## src/rtl/cba_accum_32_if.sv

```systemverilog
//------------------------------------------------------------------------------
// Module      : cba_accum_32_if
// Description : Stream bundle for cba_accum_32. The input side carries a
//               valid/ready stream of 32-bit words delimited by in_last. The
//               result side carries the {hi,lo} packet sum, the beat count and
//               the sticky overflow flag under a valid/ready handshake.
//               master : stream producer and result consumer
//               slave  : the accumulator
// Ports       : in_valid, in_ready, in_data[31:0], in_last,
//               out_valid, out_ready, out_sum_lo[31:0], out_sum_hi[HI_W-1:0],
//               out_count[CNT_W-1:0], out_ovf
// Revision    : 1.0 - initial release
//------------------------------------------------------------------------------
`default_nettype none

interface cba_accum_32_if #(
  parameter int HI_W  = 16,
  parameter int CNT_W = 16
);
  logic             in_valid;
  logic             in_ready;
  logic [31:0]      in_data;
  logic             in_last;
  logic             out_valid;
  logic             out_ready;
  logic [31:0]      out_sum_lo;
  logic [HI_W-1:0]  out_sum_hi;
  logic [CNT_W-1:0] out_count;
  logic             out_ovf;

  modport master (
    output in_valid, in_data, in_last, out_ready,
    input  in_ready, out_valid, out_sum_lo, out_sum_hi, out_count, out_ovf
  );

  modport slave (
    input  in_valid, in_data, in_last, out_ready,
    output in_ready, out_valid, out_sum_lo, out_sum_hi, out_count, out_ovf
  );
endinterface

`default_nettype wire

```

## src/rtl/cba_accum_32.sv

```systemverilog
//------------------------------------------------------------------------------
// Module      : cba_accum_32
// Description : Streaming packet accumulator. The low word is summed with a
//               32-bit carry-bypass adder (eight 4-bit ripple blocks, each
//               bypassing its carry when every bit propagates); the adder
//               carry-out increments the high word. One result per packet is
//               held on the result port until consumed.
// Ports       : clk    - rising-edge clock
//               rst_n  - asynchronous active-low reset
//               clear  - synchronous abort, drops the packet or pending result
//               bus    - cba_accum_32_if.slave (input stream + result port)
// Config      : CBA_ACC_SAT_EN defined  -> high-word overflow saturates the sum
//                                          to all-ones for the rest of the packet
//               CBA_ACC_SAT_EN undefined -> modular wrap of the full sum
//               Either way out_ovf is set and sticky until the next packet.
// Revision    : 1.0 - initial release
//------------------------------------------------------------------------------
`default_nettype none

module cba_accum_32 #(
  parameter int HI_W  = 16,
  parameter int CNT_W = 16
) (
  input  logic              clk,
  input  logic              rst_n,
  input  logic              clear,
  cba_accum_32_if.slave     bus
);

  typedef enum logic [1:0] {
    S_IDLE  = 2'd0,
    S_ACCUM = 2'd1,
    S_HOLD  = 2'd2
  } state_t;

  localparam logic [CNT_W-1:0] CNT_MAX = '1;
  localparam logic [HI_W-1:0]  HI_MAX  = '1;

  state_t           state_q, state_d;
  logic [31:0]      acc_lo_q, acc_lo_d;
  logic [HI_W-1:0]  acc_hi_q, acc_hi_d;
  logic [CNT_W-1:0] count_q, count_d;
  logic             ovf_q, ovf_d;

  logic             in_ready;
  logic             accept;
  logic             hi_ovf;
  logic [CNT_W-1:0] count_inc;

  // Carry-bypass adder signals
  logic [31:0] add_a;
  logic [31:0] add_b;
  logic [31:0] add_sum;
  logic        add_cout;
  logic        blk_cin;
  logic        blk_rip;
  logic        blk_prop;
  logic        bit_p;
  logic        carry;

  // First beat of a packet forces operand a to zero so the sum is the beat.
  assign add_a = (state_q == S_ACCUM) ? acc_lo_q : 32'd0;
  assign add_b = bus.in_data;

  always_comb begin
    add_sum  = '0;
    carry    = 1'b0;
    blk_cin  = 1'b0;
    blk_rip  = 1'b0;
    blk_prop = 1'b0;
    bit_p    = 1'b0;
    for (int b = 0; b < 8; b++) begin
      blk_cin  = carry;
      blk_rip  = carry;
      blk_prop = 1'b1;
      for (int k = 0; k < 4; k++) begin
        bit_p              = add_a[4*b+k] ^ add_b[4*b+k];
        add_sum[4*b+k]     = bit_p ^ blk_rip;
        blk_rip            = (add_a[4*b+k] & add_b[4*b+k]) | (bit_p & blk_rip);
        blk_prop           = blk_prop & bit_p;
      end
      // A fully propagating block passes its carry-in straight through.
      carry = blk_prop ? blk_cin : blk_rip;
    end
    add_cout = carry;
  end

  assign in_ready  = (state_q != S_HOLD) & ~clear;
  assign accept    = bus.in_valid & in_ready;
  assign hi_ovf    = add_cout & (acc_hi_q == HI_MAX);
  assign count_inc = (count_q == CNT_MAX) ? count_q : count_q + CNT_W'(1);

  always_comb begin
    state_d  = state_q;
    acc_lo_d = acc_lo_q;
    acc_hi_d = acc_hi_q;
    count_d  = count_q;
    ovf_d    = ovf_q;
    if (clear) begin
      state_d  = S_IDLE;
      acc_lo_d = '0;
      acc_hi_d = '0;
      count_d  = '0;
      ovf_d    = 1'b0;
    end else begin
      case (state_q)
        S_IDLE, S_ACCUM: begin
          if (accept) begin
            if (state_q == S_IDLE) begin
              acc_lo_d = add_sum;
              acc_hi_d = '0;
              count_d  = CNT_W'(1);
              ovf_d    = 1'b0;
            end else begin
              count_d = count_inc;
`ifdef CBA_ACC_SAT_EN
              // ovf_q can only be set by an earlier saturation in this packet.
              if (ovf_q | hi_ovf) begin
                acc_lo_d = '1;
                acc_hi_d = '1;
                ovf_d    = 1'b1;
              end else begin
                acc_lo_d = add_sum;
                acc_hi_d = acc_hi_q + HI_W'(add_cout);
              end
`else
              acc_lo_d = add_sum;
              acc_hi_d = acc_hi_q + HI_W'(add_cout);
              ovf_d    = ovf_q | hi_ovf;
`endif
            end
            state_d = bus.in_last ? S_HOLD : S_ACCUM;
          end
        end
        S_HOLD: begin
          // Accumulator registers are retained after the transfer.
          if (bus.out_ready) begin
            state_d = S_IDLE;
          end
        end
        default: state_d = S_IDLE;
      endcase
    end
  end

  always_ff @(posedge clk or negedge rst_n) begin
    if (!rst_n) begin
      state_q  <= S_IDLE;
      acc_lo_q <= '0;
      acc_hi_q <= '0;
      count_q  <= '0;
      ovf_q    <= 1'b0;
    end else begin
      state_q  <= state_d;
      acc_lo_q <= acc_lo_d;
      acc_hi_q <= acc_hi_d;
      count_q  <= count_d;
      ovf_q    <= ovf_d;
    end
  end

  assign bus.in_ready   = in_ready;
  assign bus.out_valid  = (state_q == S_HOLD);
  assign bus.out_sum_lo = acc_lo_q;
  assign bus.out_sum_hi = acc_hi_q;
  assign bus.out_count  = count_q;
  assign bus.out_ovf    = ovf_q;

endmodule

`default_nettype wire
```

## src/flat_wrapper.sv

```systemverilog
// flat-port wrapper written by rule: the top's interface ports become plain ports
module cba_accum_32_flat 
#(
  parameter int HI_W  = 16,
  parameter int CNT_W = 16
)
  (clk, rst_n, clear, bus_in_valid, bus_in_data, bus_in_last, bus_out_ready, bus_in_ready, bus_out_valid, bus_out_sum_lo, bus_out_sum_hi, bus_out_count, bus_out_ovf);
  cba_accum_32_if #(.HI_W(HI_W), .CNT_W(CNT_W)) bus_i ();
  input  logic clk;
  input  logic rst_n;
  input  logic clear;
  input wire logic [$bits(bus_i.in_valid)-1:0] bus_in_valid;
  input wire logic [$bits(bus_i.in_data)-1:0] bus_in_data;
  input wire logic [$bits(bus_i.in_last)-1:0] bus_in_last;
  input wire logic [$bits(bus_i.out_ready)-1:0] bus_out_ready;
  output wire logic [$bits(bus_i.in_ready)-1:0] bus_in_ready;
  output wire logic [$bits(bus_i.out_valid)-1:0] bus_out_valid;
  output wire logic [$bits(bus_i.out_sum_lo)-1:0] bus_out_sum_lo;
  output wire logic [$bits(bus_i.out_sum_hi)-1:0] bus_out_sum_hi;
  output wire logic [$bits(bus_i.out_count)-1:0] bus_out_count;
  output wire logic [$bits(bus_i.out_ovf)-1:0] bus_out_ovf;
  assign bus_i.in_valid = bus_in_valid;
  assign bus_i.in_data = bus_in_data;
  assign bus_i.in_last = bus_in_last;
  assign bus_i.out_ready = bus_out_ready;
  assign bus_in_ready = bus_i.in_ready;
  assign bus_out_valid = bus_i.out_valid;
  assign bus_out_sum_lo = bus_i.out_sum_lo;
  assign bus_out_sum_hi = bus_i.out_sum_hi;
  assign bus_out_count = bus_i.out_count;
  assign bus_out_ovf = bus_i.out_ovf;
  cba_accum_32 #(.HI_W(HI_W), .CNT_W(CNT_W)) u_core (.clk(clk), .rst_n(rst_n), .clear(clear), .bus(bus_i));
endmodule
```

## config.mk

```make
export PLATFORM = sky130hd
export DESIGN_NAME = cba_accum_32_flat
export DESIGN_NICKNAME = d
export VERILOG_FILES = /design/src/rtl/cba_accum_32_if.sv /design/src/rtl/cba_accum_32.sv /design/src/flat_wrapper.sv
export SDC_FILE = /design/constraint.sdc
export NUM_CORES = 1
export LEC_CHECK = 0
export BUFFER_PORTS_ARGS = -buffer_cell sky130_fd_sc_hd__buf_2
export CORE_ASPECT_RATIO = 0.8
export CORE_MARGIN = 2
export CORE_UTILIZATION = 55
export CTS_CLUSTER_SIZE = 16
export DETAILED_ROUTE_END_ITERATION = 8
export PLACE_DENSITY = 0.81
export RECOVER_POWER = 50
export SETUP_SLACK_MARGIN = 0.4
export SYNTH_ARGS = -nofsm -noshare
export SYNTH_HDL_FRONTEND = slang
export SYNTH_SLANG_ARGS = --single-unit
```

## constraint.sdc

```tcl
create_clock -name clk -period 37.5 [get_ports clk]
set_input_delay 1.875 -clock clk [delete_from_list [all_inputs] [get_ports clk]]
set_output_delay 1.875 -clock clk [all_outputs]
set_load 0.05 [all_outputs]
```

# ---- Word level (Yosys, flattened, before mapping)
# Index checks and enable logic that the tools add are counted.
dict set report classes {
  div_mod_pow 0
  reduce_logical 7
  magnitude_cmp 0
  shifts 0
  bitwise_logic 186
  n_addsub 2
  eq_ne 8
  mux 30
  n_mul 0
}
# op n
set ops {}
lappend ops {{$mux 16} 9}
lappend ops {{$mux 32} 4}
lappend ops {{$and 1x1->1} 90}
lappend ops {{$xor 1x1->1} 63}
lappend ops {{$eq 16x16->1 const B} 2}
lappend ops {{$or 1x1->1} 32}
lappend ops {{$add 16x1->16} 1}
lappend ops {{$add 16x1->16 const B} 1}
lappend ops {{$mux 1} 12}
lappend ops {{$mux 2} 4}
lappend ops {{$ne 3x3->1 const B} 2}
lappend ops {{$pmux 2 s2} 1}
lappend ops {{$reduce_and 2->1} 2}
lappend ops {{$reduce_bool 2->1} 2}
lappend ops {{$ne 3x2->1 const B} 1}
lappend ops {{$reduce_and 3->1} 1}
lappend ops {{$eq 2x1->1 const B} 1}
lappend ops {{$eq 2x2->1 const B} 1}
lappend ops {{$logic_not 2->1} 1}
lappend ops {{$ne 2x2->1 const B} 1}
lappend ops {{$reduce_or 2->1} 1}
lappend ops {{$not 1->1} 1}
dict set report word_totals {
  mem_bits_rw 0
  n_memories 0
  in_bits 38
  ff_bits 67
  rom_bits 0
  out_inout_bits 67
  latch_bits 0
}

# ---- Longest topological paths before layout
# Gate-level depths: netlist (run 1).
dict set report depth {
  word_depth 79
  depth_mapped 57
  depth_no_buf 56
}

# ---- Worst setup path after synthesis (run 1)
# Ideal clock, no wire load.
dict set report synth_timing {
  path_type {input port to flip-flop}
  from {input port bus_in_data[0]}
  to {register u_core.acc_hi_q[10], in the netlist u_core.bus.out_sum_hi[10]}
  t_arrival_ns 16.991
  path_stages 54
  path_slack_ns 20.377
  path_buffers 0
  setup_ns 0.132
  cell_sequence {ha_1 > inv_1 > fa_1 > fa_1 > fa_1 > a41o_1 > fa_1 > fa_1 > fa_1 > fa_1 > a41o_1 > o21a_1 > fa_1 > fa_1 > fa_1 > fa_1 > nand2_1 > nand2_1 > (+18 left out) > fa_1 > fa_1 > fa_1 > nor2_1 > a31oi_1 > a21o_1 > fa_1 > fa_1 > fa_1 > fa_1 > nand2b_1 > o21ai_0 > ha_1 > nand2_1 > a211oi_1 > nand4_1 > xor2_1 > nor2_1}
}
dict set report synth_via {
  elab_chain_len 76
  word_cells_on_any_way 80
  classes_between {1 x add/sub; 12 x mux; 67 x bitwise}
}
# element line
set synth_rtl {}
lappend synth_rtl {{start, declared} flat_wrapper.sv:13} ;# input wire logic [$bits(bus_i.in_data)-1:0] bus_in_data;
lappend synth_rtl {{$and 1x1->1 (2 in a row)} cba_accum_32.sv:79} ;# blk_rip = (add_a[4*b+k] & add_b[4*b+k]) | (bit_p & blk_rip);
lappend synth_rtl {{$or 1x1->1} cba_accum_32.sv:79}
lappend synth_rtl {{$and 1x1->1} cba_accum_32.sv:79}
lappend synth_rtl {{$or 1x1->1} cba_accum_32.sv:79}
lappend synth_rtl {{$and 1x1->1} cba_accum_32.sv:79}
lappend synth_rtl {{$or 1x1->1} cba_accum_32.sv:79}
lappend synth_rtl {{$mux 1 (*)} cba_accum_32.sv:83} ;# carry = blk_prop ? blk_cin : blk_rip;
lappend synth_rtl {{$and 1x1->1} cba_accum_32.sv:79}
lappend synth_rtl {{(+59 left out)} n/a}
lappend synth_rtl {{$and 1x1->1} cba_accum_32.sv:79}
lappend synth_rtl {{$or 1x1->1} cba_accum_32.sv:79}
lappend synth_rtl {{$mux 1 (*)} cba_accum_32.sv:83}
lappend synth_rtl {{$add 16x1->16 (*)} cba_accum_32.sv:128} ;# acc_hi_d = acc_hi_q + HI_W'(add_cout);
lappend synth_rtl {{$mux 16 (*)} cba_accum_32.sv:109} ;# if (state_q == S_IDLE) begin
lappend synth_rtl {{$mux 16 (*)} cba_accum_32.sv:108} ;# if (accept) begin
lappend synth_rtl {{$mux 16 (*)} cba_accum_32.sv:106} ;# case (state_q)
lappend synth_rtl {{$mux 16 (*)} cba_accum_32.sv:99} ;# if (clear) begin
lappend synth_rtl {{end signal, assigned} cba_accum_32.sv:156} ;# acc_hi_q <= acc_hi_d;
lappend synth_rtl {{end, declared} cba_accum_32.sv:41} ;# logic [HI_W-1:0] acc_hi_q, acc_hi_d;
# Every way passes the cells marked *; elsewhere a longest branch is shown, timed or not. The select of a mux whose other input is x is not followed.
# A chain may end at the register's enable or synchronous reset.

# ---- Final worst setup path (run 1)
dict set report layout_timing {
  from {input port bus_in_data[0]}
  to {register u_core.acc_hi_q[12], in the netlist u_core.bus.out_sum_hi[12]}
}
# Same word-level chain as after synthesis.

==> results of run 1 <==
-- synthesized netlist by cell type (all sizes together) (2+ instances only) --
library cell	instances
o21a	2
nand2b	3
nor2b	5
buf	5
a22o	2
xor2	10
fa	31
a31oi	5
nand2	85
dfrtp	67
and2	3
a2111oi	3
xnor2	3
a211oi	3
o31ai	3
a21o	2
and4	5
o21ai	61
nor3	2
a41o	2
and3	3
clkbuf	12
inv	68
nor2	27
nand4	15
a21oi	12
ha	35
nand3	19
-- placed cells by master, fill, tap and decap left out, types with 19 or more instances in the layout --
master                     instances
sky130_fd_sc_hd__inv_1            68
sky130_fd_sc_hd__buf_2            71
sky130_fd_sc_hd__fa_1             31
sky130_fd_sc_hd__nand3_1          19
sky130_fd_sc_hd__o21ai_0          60
sky130_fd_sc_hd__dfrtp_1          67
sky130_fd_sc_hd__nand2_1          85
sky130_fd_sc_hd__ha_1             35
sky130_fd_sc_hd__nor2_1           25
sky130_fd_sc_hd__clkbuf_1         35
-- power by group through the flow --
stage	sequential (W)	clock (W)	combinational, W
final	0.0000779	0.0000690	0.0000316
after global routing	0.0000782	0.0000729	0.0000346
after CTS	0.0000777	0.0000696	0.0000325
after detailed placement	0.0000791	0	0.0000325
after global placement	0.0000789	0	0.0000313
after floorplan	0.0000881	0	0.0000120
-- state kept, by name, indices dropped and copies added (netlist names) --
name / cells
u_core.bus.out_count: 16
u_core.state_q: 2
u_core.bus.out_sum_lo: 32
u_core.bus.out_sum_hi: 16
u_core.bus.out_ovf: 1
-- stage by stage --
stage	cell area, um^2	hold slack [ns]	setup WS, ns	util (%)
finish	5400	0.508	19.29	67.1
floorplan	4630	0.527	20.38	-
detailed placement	5220	0.495	19.08	64.8
CTS	5450	0.508	19.37	67.6
global route	5400	0.537	18.66	67.1
global placement	5220	0.486	19.60	64.8
-- worst min-delay path by stage --
stage / endpoint / slack, ns / depth (start not counted)
after detailed placement: u_core.bus.out_sum_lo[16]$_DFFE_PN0P_ / 0.49 / 2
after global routing: u_core.bus.out_ovf$_DFFE_PN0P_ / 0.54 / 1
after global placement: u_core.bus.out_sum_lo[13]$_DFFE_PN0P_ / 0.49 / 2
after floorplan: u_core.state_q[0]$_DFFE_PN0P_ / 0.53 / 2
final: u_core.bus.out_count[12]$_DFFE_PN0P_ / 0.51 / 1
after CTS: u_core.bus.out_count[12]$_DFFE_PN0P_ / 0.51 / 1
-- kinds of logic (layout without fill, tap and decap cells) --
family	count (synthesis)	after routing	synth area share, %
muxes	2	2	0.459
buffers and inverters	85	190	7.43
AOI/OAI and AO/OA	102	102	13.2
and+or+nand+nor	170	170	17.4
DFF	67	67	36.2
adders and majority gates	66	66	22.9
xor gates and xnor gates	13	13	2.46
-- final cells by class --
| cell class | instances | area, um^2 | share of cell area [%] |
|---|---|---|---|
| Sequential cell | 67 | 1680 | 31.0 |
| Inverter | 68 | 255 | 4.72 |
| Timing Repair Buffer | 106 | 490 | 9.08 |
| Clock inverter | 4 | 72.6 | 1.34 |
| Multi-Input combinational cell | 353 | 2620 | 48.4 |
| Clock buffer | 12 | 155 | 2.87 |
| Tap cell | 108 | 135 | 2.50 |
-- metal layers --
metal	track usage, %	part of all wire [%]	wire, um
met5	0	0	0
met4	7.44	1.4	156
met3	5.93	7.1	788
met2	43.7	50	5480
met1	32.2	42	4640
-- critical path, delay by kind of cell --
| kind | cells | cell delay [ns] |
|---|---|---|
| xor+xnor | 1 | 0.18 |
| buf+inv | 2 | 0.13 |
| fa+ha+maj | 33 | 12.75 |
| simple gates | 9 | 1.00 |
| mux | 1 | 0.32 |
| compound gates | 9 | 2.14 |
==> report_table.html, run 1 <==
<table>
<tr><th>Metric</th><th>Value</th></tr>
<tr><th colspan="2">CTS</th></tr>
<tr><td>Cts repair resizes</td><td>0</td></tr>
<tr><td>Clock tree sinks</td><td>67</td></tr>
<tr><td>CTS tree</td><td>done</td></tr>
<tr><td>Clock root buffer master</td><td>sky130_fd_sc_hd__clkbuf_8</td></tr>
<tr><td>Postcts setup bufs</td><td>0</td></tr>
<tr><td>H-tree levels</td><td>3</td></tr>
<tr><td>Buffer depth of the longest clock path</td><td>2</td></tr>
<tr><td>Num CTS Buffers</td><td>9</td></tr>
<tr><td>Worst-skew pair later-pin latency</td><td>0.35 ns</td></tr>
<tr><td>Clock input transition at the sequential cells of the worst setup and hold paths</td><td>~0.080 ns</td></tr>
<tr><td>Hold-fix buffers, CTS</td><td>0</td></tr>
<tr><th colspan="2">Yosys</th></tr>
<tr><td>Post-synthesis cell type with the largest combined area</td><td>sky130_fd_sc_hd__dfrtp_1</td></tr>
<tr><td>Number of warning messages in the yosys log</td><td>0</td></tr>
<tr><td>Mean post-synth cell area</td><td>9.17 um^2</td></tr>
<tr><td>Count of distinct cell types in the synthesized netlist</td><td>50</td></tr>
<tr><td>Area share of the leading cell type in the synthesized netlist</td><td>36.2%</td></tr>
<tr><td>Most area-consuming cells after synthesis</td><td>sky130_fd_sc_hd__dfrtp_1, sky130_fd_sc_hd__fa_1, sky130_fd_sc_hd__ha_1</td></tr>
<tr><td>Total of flip-flops plus latches after synthesis</td><td>67</td></tr>
<tr><td>Count of flip-flops with a built-in enable after synthesis</td><td>0</td></tr>
<tr><td>Post-Synthesis Cell Area</td><td>0.00463 mm^2</td></tr>
<tr><td>Share of async-settable or async-resettable flops after synthesis</td><td>100%</td></tr>
<tr><td>Register area share after synthesis</td><td>36.2%</td></tr>
<tr><td>Number of instances in the synthesized netlist</td><td>505</td></tr>
<tr><td>Post-synth net total</td><td>609</td></tr>
<tr><td>Primary FF master, synth</td><td>sky130_fd_sc_hd__dfrtp_1</td></tr>
<tr><th colspan="2">Worst hold path</th></tr>
<tr><td>Type of the most critical hold path</td><td>flop to flop</td></tr>
<tr><td>Min-delay src</td><td>u_core.bus.out_count[12]$_DFFE_PN0P_</td></tr>
<tr><th colspan="2">Critical path</th></tr>
<tr><td>Reg-to-reg slack, setup</td><td>19.90 ns</td></tr>
<tr><td>Crit Reg-Reg Startpoint</td><td>u_core.state_q[0]$_DFFE_PN0P_</td></tr>
<tr><td>Launch point of the critical path</td><td>bus_in_data[0]</td></tr>
<tr><td>Worst Setup End Kind</td><td>flop</td></tr>
<tr><td>Worst setup path endpoint</td><td>u_core.bus.out_sum_hi[12]$_DFFE_PN0P_</td></tr>
<tr><td>Worst reg2reg endpoint</td><td>u_core.bus.out_sum_hi[12]$_DFFE_PN0P_</td></tr>
<tr><td>Critical Path Most Common Cell</td><td>sky130_fd_sc_hd__fa_1</td></tr>
<tr><td>Largest stage delay on the critical path</td><td>0.67 ns</td></tr>
<tr><td>Register-to-Register Path Depth</td><td>56</td></tr>
<tr><td>Largest fanout of any net on the critical path</td><td>6</td></tr>
<tr><td>Required time worst endpoint</td><td>37.70 ns</td></tr>
<tr><td>Type of origin of the critical path</td><td>primary input</td></tr>
<tr><td>Category of the most critical setup path</td><td>primary input to flop</td></tr>
<tr><td>Cell with the largest stage delay on the worst path</td><td>sky130_fd_sc_hd__a211oi_1</td></tr>
<tr><td>Signal arrival time at the worst endpoint</td><td>about 18 ns</td></tr>
<tr><th colspan="2">Drt</th></tr>
<tr><td>Number of iterations in the first detailed-routing pass</td><td>5</td></tr>
<tr><td>Number of nets with antenna violations after routing</td><td>0</td></tr>
<tr><td>Final wirelength</td><td>between 10000 and 15000 um</td></tr>
<tr><td>DRC Markers</td><td>0</td></tr>
<tr><td>Number of vias in the routed layout</td><td>3958</td></tr>
<tr><td>Post-DR vias/cell</td><td>approximately 5.5</td></tr>
<tr><td>Wirelength per Cell</td><td>15.4 um</td></tr>
<tr><td>Detailed Route Iter0 Violations</td><td>259</td></tr>
<tr><th colspan="2">Timing</th></tr>
<tr><td>Transition time at the pin with the least slew margin</td><td>roughly 3.6 ns</td></tr>
<tr><td>Max-slew headroom at the worst pin</td><td>-139%</td></tr>
<tr><td>Final Cycle Share</td><td>48.5%</td></tr>
<tr><td>Final period demand of the worst path</td><td>18.21 ns</td></tr>
<tr><td>Unrepaired setup endpoints after global routing</td><td>false</td></tr>
<tr><td>Hold Vio Cnt, Final</td><td>0</td></tr>
<tr><td>Setup TNS after final layout</td><td>0 ns</td></tr>
<tr><td>Final Max Tran Viols</td><td>slightly below 70</td></tr>
<tr><td>Final setup violation count</td><td>0</td></tr>
<tr><td>Worst clock skew</td><td>0.0108 ns</td></tr>
<tr><td>Achievable Freq</td><td>54.9 MHz</td></tr>
<tr><th colspan="2">Floorplanning</th></tr>
<tr><td>Starting density of the core</td><td>57.5%</td></tr>
<tr><td>Core area</td><td>0.00806 mm^2</td></tr>
<tr><td>Height of the die</td><td>86.1 um</td></tr>
<tr><td>Ports placed on the boundary</td><td>105</td></tr>
<tr><td>Site row count</td><td>29</td></tr>
<tr><td>Area enclosed by the die boundary</td><td>0.00917 mm^2</td></tr>
<tr><td>Width of the die</td><td>107 um</td></tr>
<tr><th colspan="2">Global route</th></tr>
<tr><td>Global-route usage over all layers</td><td>between 20 and 30%</td></tr>
<tr><td>Overflow left after global routing</td><td>0</td></tr>
<tr><td>Maximum number of pins on one net before global-route repair</td><td>68</td></tr>
<tr><td>Number of antenna violations at the first check in global routing</td><td>0</td></tr>
<tr><td>Wire length of the first global-routing pass</td><td>18300 um</td></tr>
<tr><td>Number of global-route vias before repair</td><td>3833</td></tr>
<tr><th colspan="2">Power</th></tr>
<tr><td>Switching power of the nets</td><td>~0.000055 W</td></tr>
<tr><td>Internal power of the cells</td><td>0.000124 W</td></tr>
<tr><td>Clk network pwr share</td><td>38.7%</td></tr>
<tr><td>Net Sw Frac</td><td>30.6%</td></tr>
<tr><td>Static leakage power</td><td>2.77 nW</td></tr>
<tr><td>Power per cell area</td><td>33.0 mW/mm^2</td></tr>
<tr><td>Part of the total power dissipated in sequential elements</td><td>43.6%</td></tr>
<tr><td>Largest vdd supply drop</td><td>19.8 uV</td></tr>
<tr><td>Relative contribution of combinational cells to total power</td><td>17.7%</td></tr>
<tr><td>Total power</td><td>0.000178 W</td></tr>
<tr><th colspan="2">Placement</th></tr>
<tr><td>Number of placed instances, taps included</td><td>between 700 and 800</td></tr>
<tr><td>Port Buf Inserts</td><td>between 100 and 150</td></tr>
<tr><td>GPL Wtd Cong</td><td>0.849</td></tr>
<tr><td>Detailed-placement wirelength estimate</td><td>8310 um</td></tr>
<tr><th colspan="2">Finish</th></tr>
<tr><td>Fillers</td><td>681</td></tr>
<tr><td>Number of antenna repair diodes</td><td>0</td></tr>
<tr><td>Layout Area Growth over Synthesis</td><td>16.7%</td></tr>
<tr><td>Fraction of final layout cells sized beyond drive strength 1</td><td>16.6%</td></tr>
<tr><td>Post-route non-filler standard cell count</td><td>718</td></tr>
<tr><td>Total Nets Final</td><td>709</td></tr>
<tr><th colspan="2">Outcome</th></tr>
<tr><td>Failing checks</td><td>max-capacitance violations, max-slew violations</td></tr>
<tr><td>Status</td><td>finished, violations left</td></tr>
<tr><th colspan="2">Run</th></tr>
<tr><td>Number of maximum-capacitance violations</td><td>1</td></tr>
</table>
Power figures use the tool's default switching activity.
==> inputs of run 2 (changes only) <==
CORE_UTILIZATION = 50   (was 55)
PLACE_DENSITY = 0.78   (was 0.81)
clock period = 15.2 ns   (was 37.5 ns; I/O delays follow)
==> run 2 against run 1 <==
  * The flow still finishes with violations (max-capacitance violations, max-slew violations)
  * Utilization fell by 0.10 points
  * First-iteration DRC count fell by 17%
  * Global-route usage fell by 0.46 points
  * Critical path depth rose by 1
  * Hold slack got worse by 0.0017 ns
  * Cell count rose by 6.4%
  * Die area rose by 9.6%
  * Combinational power rose to 2.8 times the previous value
  * Wire length rose by 9.6%
  * Clock skew rose by 0.0018 ns
  * Critical path type is now flop to flop
  * Largest power group is now clock
  * Highest routed layer unchanged
==> report_table.html, run 2 (same netlist as run 1, synthesis figures left out) <==
<table>
<tr><th>Metric</th><th>Value</th></tr>
<tr><th colspan="2">Power</th></tr>
<tr><td>Largest vdd supply drop</td><td>64.0 uV (+220%)</td></tr>
<tr><td>Switching power of the nets</td><td>0.000148 W (+170%)</td></tr>
<tr><td>Internal power of the cells</td><td>0.000338 W (+170%)</td></tr>
<tr><td>Static leakage power</td><td>3.09 nW (+12%)</td></tr>
<tr><td>Relative contribution of combinational cells to total power</td><td>18.3% (+0.6 points)</td></tr>
<tr><td>Clk network pwr share</td><td>42.2% (+3.5 points)</td></tr>
<tr><td>Part of the total power dissipated in sequential elements</td><td>39.5% (-4.1 points)</td></tr>
<tr><td>Net Sw Frac</td><td>30.4% (-0.21 points)</td></tr>
<tr><td>Power per cell area</td><td>80.3 mW/mm^2 (+140%)</td></tr>
<tr><th colspan="2">Floorplanning</th></tr>
<tr><td>Site row count</td><td>31 (+6.9%)</td></tr>
<tr><td>Starting density of the core</td><td>51.2% (-6.2 points)</td></tr>
<tr><td>Height of the die</td><td>90.1 um (+4.7%)</td></tr>
<tr><td>Area enclosed by the die boundary</td><td>0.0101 mm^2 (+9.6%)</td></tr>
<tr><td>Width of the die</td><td>112 um (+4.7%)</td></tr>
<tr><td>Ports placed on the boundary</td><td>105 (unchanged)</td></tr>
<tr><td>Core area</td><td>0.00904 mm^2 (+12%)</td></tr>
<tr><th colspan="2">Critical path</th></tr>
<tr><td>Worst reg2reg endpoint</td><td>u_core.bus.out_sum_hi[10]$_DFFE_PN0P_</td></tr>
<tr><td>Largest fanout of any net on the critical path</td><td>6 (unchanged)</td></tr>
<tr><td>Critical Path Most Common Cell</td><td>sky130_fd_sc_hd__fa_2</td></tr>
<tr><td>Register-to-Register Path Depth</td><td>56 (unchanged)</td></tr>
<tr><td>Launch point of the critical path</td><td>u_core.state_q[1]$_DFFE_PN0P_</td></tr>
<tr><td>Largest stage delay on the critical path</td><td>0.40 ns (-0.27 ns)</td></tr>
<tr><td>Signal arrival time at the worst endpoint</td><td>15.32 ns (-3.09 ns)</td></tr>
<tr><td>Worst Setup End Kind</td><td>flop</td></tr>
<tr><td>Category of the most critical setup path</td><td>flop to flop</td></tr>
<tr><td>Required time worst endpoint</td><td>15.38 ns (-22.32 ns)</td></tr>
<tr><td>Crit Reg-Reg Startpoint</td><td>u_core.state_q[1]$_DFFE_PN0P_</td></tr>
<tr><td>Reg-to-reg slack, setup</td><td>0.06 ns (-19.84 ns)</td></tr>
<tr><td>Type of origin of the critical path</td><td>flop</td></tr>
<tr><td>Worst setup path endpoint</td><td>u_core.bus.out_sum_hi[10]$_DFFE_PN0P_</td></tr>
<tr><td>Cell with the largest stage delay on the worst path</td><td>sky130_fd_sc_hd__dfrtp_1</td></tr>
<tr><th colspan="2">CTS</th></tr>
<tr><td>Hold-fix buffers, CTS</td><td>0 (unchanged)</td></tr>
<tr><td>CTS tree</td><td>done</td></tr>
<tr><td>Clock root buffer master</td><td>sky130_fd_sc_hd__clkbuf_16</td></tr>
<tr><td>Clock tree sinks</td><td>67 (unchanged)</td></tr>
<tr><td>Num CTS Buffers</td><td>9 (unchanged)</td></tr>
<tr><td>H-tree levels</td><td>3 (unchanged)</td></tr>
<tr><td>Buffer depth of the longest clock path</td><td>2 (unchanged)</td></tr>
<tr><td>Clock input transition at the sequential cells of the worst setup and hold paths</td><td>0.06 ns (-0.02 ns)</td></tr>
<tr><td>Worst-skew pair later-pin latency</td><td>0.33 ns (-0.02 ns)</td></tr>
<tr><th colspan="2">Drt</th></tr>
<tr><td>Number of vias in the routed layout</td><td>4140 (+4.6%)</td></tr>
<tr><td>Post-DR vias/cell</td><td>5.42 (-1.7%)</td></tr>
<tr><td>DRC Markers</td><td>0 (unchanged)</td></tr>
<tr><td>Number of nets with antenna violations after routing</td><td>0 (unchanged)</td></tr>
<tr><td>Number of iterations in the first detailed-routing pass</td><td>5 (unchanged)</td></tr>
<tr><td>Wirelength per Cell</td><td>15.9 um (+3.0%)</td></tr>
<tr><td>Final wirelength</td><td>12100 um (+9.6%)</td></tr>
<tr><td>Detailed Route Iter0 Violations</td><td>214 (-17%)</td></tr>
<tr><th colspan="2">Outcome</th></tr>
<tr><td>Status</td><td>finished, violations left</td></tr>
<tr><td>Failing checks</td><td>max-capacitance violations, max-slew violations</td></tr>
<tr><th colspan="2">Global route</th></tr>
<tr><td>Overflow left after global routing</td><td>0 (unchanged)</td></tr>
<tr><td>Maximum number of pins on one net before global-route repair</td><td>68 (unchanged)</td></tr>
<tr><td>Number of antenna violations at the first check in global routing</td><td>1 (+1)</td></tr>
<tr><td>Global-route usage over all layers</td><td>24.9% (-0.46 points)</td></tr>
<tr><td>Wire length of the first global-routing pass</td><td>20300 um (+11%)</td></tr>
<tr><td>Number of global-route vias before repair</td><td>4189 (+9.3%)</td></tr>
<tr><th colspan="2">Placement</th></tr>
<tr><td>Port Buf Inserts</td><td>104 (unchanged)</td></tr>
<tr><td>Number of placed instances, taps included</td><td>720 (+2.6%)</td></tr>
<tr><td>Detailed-placement wirelength estimate</td><td>8100 um (-2.5%)</td></tr>
<tr><td>GPL Wtd Cong</td><td>0.873 (+2.8%)</td></tr>
<tr><th colspan="2">Finish</th></tr>
<tr><td>Flip-flop count of the largest register after layout</td><td>32 (unchanged)</td></tr>
<tr><td>Most frequent cells in the layout</td><td>sky130_fd_sc_hd__nand2_1, sky130_fd_sc_hd__buf_2, sky130_fd_sc_hd__inv_1, sky130_fd_sc_hd__dfrtp_1, sky130_fd_sc_hd__o21ai_0</td></tr>
<tr><td>Layout Area Growth over Synthesis</td><td>30.7%</td></tr>
<tr><td>Leading cell type in the layout, fill and taps excluded</td><td>sky130_fd_sc_hd__nand2_1</td></tr>
<tr><td>Post-route non-filler standard cell count</td><td>764 (+6.4%)</td></tr>
<tr><td>Total Nets Final</td><td>747 (+5.4%)</td></tr>
<tr><td>Fraction of final layout cells sized beyond drive strength 1</td><td>30.4% (+14 points)</td></tr>
<tr><td>Fillers</td><td>693 (+1.8%)</td></tr>
<tr><th colspan="2">Run</th></tr>
<tr><td>Number of maximum-capacitance violations</td><td>1 (unchanged)</td></tr>
<tr><th colspan="2">Timing</th></tr>
<tr><td>Final Max Tran Viols</td><td>68 (unchanged)</td></tr>
<tr><td>Final period demand of the worst path</td><td>15.14 ns</td></tr>
<tr><td>Unrepaired setup endpoints after global routing</td><td>true</td></tr>
<tr><td>Achievable Freq</td><td>between 60 and 70 MHz</td></tr>
<tr><td>Setup TNS after final layout</td><td>0 ns (unchanged)</td></tr>
<tr><td>Worst clock skew</td><td>0.0126 ns (+0.00179 ns)</td></tr>
<tr><td>Hold Vio Cnt, Final</td><td>0 (unchanged)</td></tr>
<tr><td>Final setup violation count</td><td>0 (unchanged)</td></tr>
<tr><td>Max-slew headroom at the worst pin</td><td>-140% (-1.3 points)</td></tr>
<tr><td>Final Cycle Share</td><td>about 100%</td></tr>
<tr><td>Transition time at the pin with the least slew margin</td><td>3.61 ns (+0.0191 ns)</td></tr>
<tr><th colspan="2">Worst hold path</th></tr>
<tr><td>Type of the most critical hold path</td><td>flop to flop</td></tr>
</table>
==> run 2: worst min path at each step <==
stage	startpoint	endpoint	slack, ns	depth (start not counted)
6_report	u_core.bus.out_sum_lo[29]$_DFFE_PN0P_	u_core.bus.out_sum_lo[29]$_DFFE_PN0P_	0.51	2
5_1_grt	u_core.bus.out_sum_lo[17]$_DFFE_PN0P_	u_core.bus.out_sum_lo[17]$_DFFE_PN0P_	0.53	2
4_1_cts	u_core.bus.out_sum_lo[29]$_DFFE_PN0P_	u_core.bus.out_sum_lo[29]$_DFFE_PN0P_	0.51	2
3_5_place_dp	u_core.bus.out_sum_lo[29]$_DFFE_PN0P_	u_core.bus.out_sum_lo[29]$_DFFE_PN0P_	0.49	2
3_3_place_gp	u_core.bus.out_sum_lo[29]$_DFFE_PN0P_	u_core.bus.out_sum_lo[29]$_DFFE_PN0P_	0.48	2
2_1_floorplan	rst_n	u_core.bus.out_count[0]$_DFFE_PN0P_	0.46	0
==> run 2: metrics by stage <==
stage | hold WS [ns] | util [%] | instance area [um^2] | worst slack (ns) | total power, W
floorplan | 0.464 | - | 4760 | 0.424 | 0.000249
global placement | 0.484 | 60.1 | 5430 | -0.0147 | 0.000275
detailed placement | 0.494 | 60.1 | 5430 | -0.365 | 0.000277
CTS | 0.507 | 65.8 | 5950 | 0.130 | 0.000487
global route | 0.534 | 67.0 | 6050 | -0.333 | 0.000506
finish | 0.506 | 67.0 | 6050 | 0.0614 | 0.000486
==> run 2: final cells by class <==
class	instances	area, um^2	share of cell area, %
multi-input combinational	353	2870	47.4
timing repair buffer	144	810	13.4
antenna	1	2.50	0.0413
sequential	67	1680	27.7
clock buffer	10	229	3.78
tap	115	144	2.38
inverter	68	255	4.22
clock inverter	6	63.8	1.05
==> run 2: metal layers <==
metal	share of wire [%]	global-route usage [%]
met1	42	32.7
met2	49	39.8
met3	5.8	6.27
met4	2.7	10.3
met5	0	0
==> run 2: power by group through the flow <==
stage / sequential [W] / combinational, W / clock, W
6_report: 0.000192 / 0.0000891 / 0.000205
5_1_grt: 0.000193 / 0.0000974 / 0.000216
4_1_cts: 0.000191 / 0.0000881 / 0.000208
3_5_place_dp: 0.000194 / 0.0000827 / 0
3_3_place_gp: 0.000194 / 0.0000812 / 0
2_1_floorplan: 0.000217 / 0.0000317 / 0
==> run 2: what timing repair did <==
action / 4_1_cts / 5_1_grt
pin swaps: 15 / 8
gates cloned: 0 / 0
endpoints found under the setup margin: 15 / 16
gates resized for setup: 19 / 27
buffers inserted: 23 / 4
==> run 2: worst max-delay path, delay by kind of cell, from the launching register on <==
family,cells,cell delay [ns]
fa+ha+maj,33,11.24
compound gates,9,1.61
simple gates,11,1.23
flops,1,0.40
mux,1,0.28
xor+xnor,1,0.20
buf+inv,1,0.03
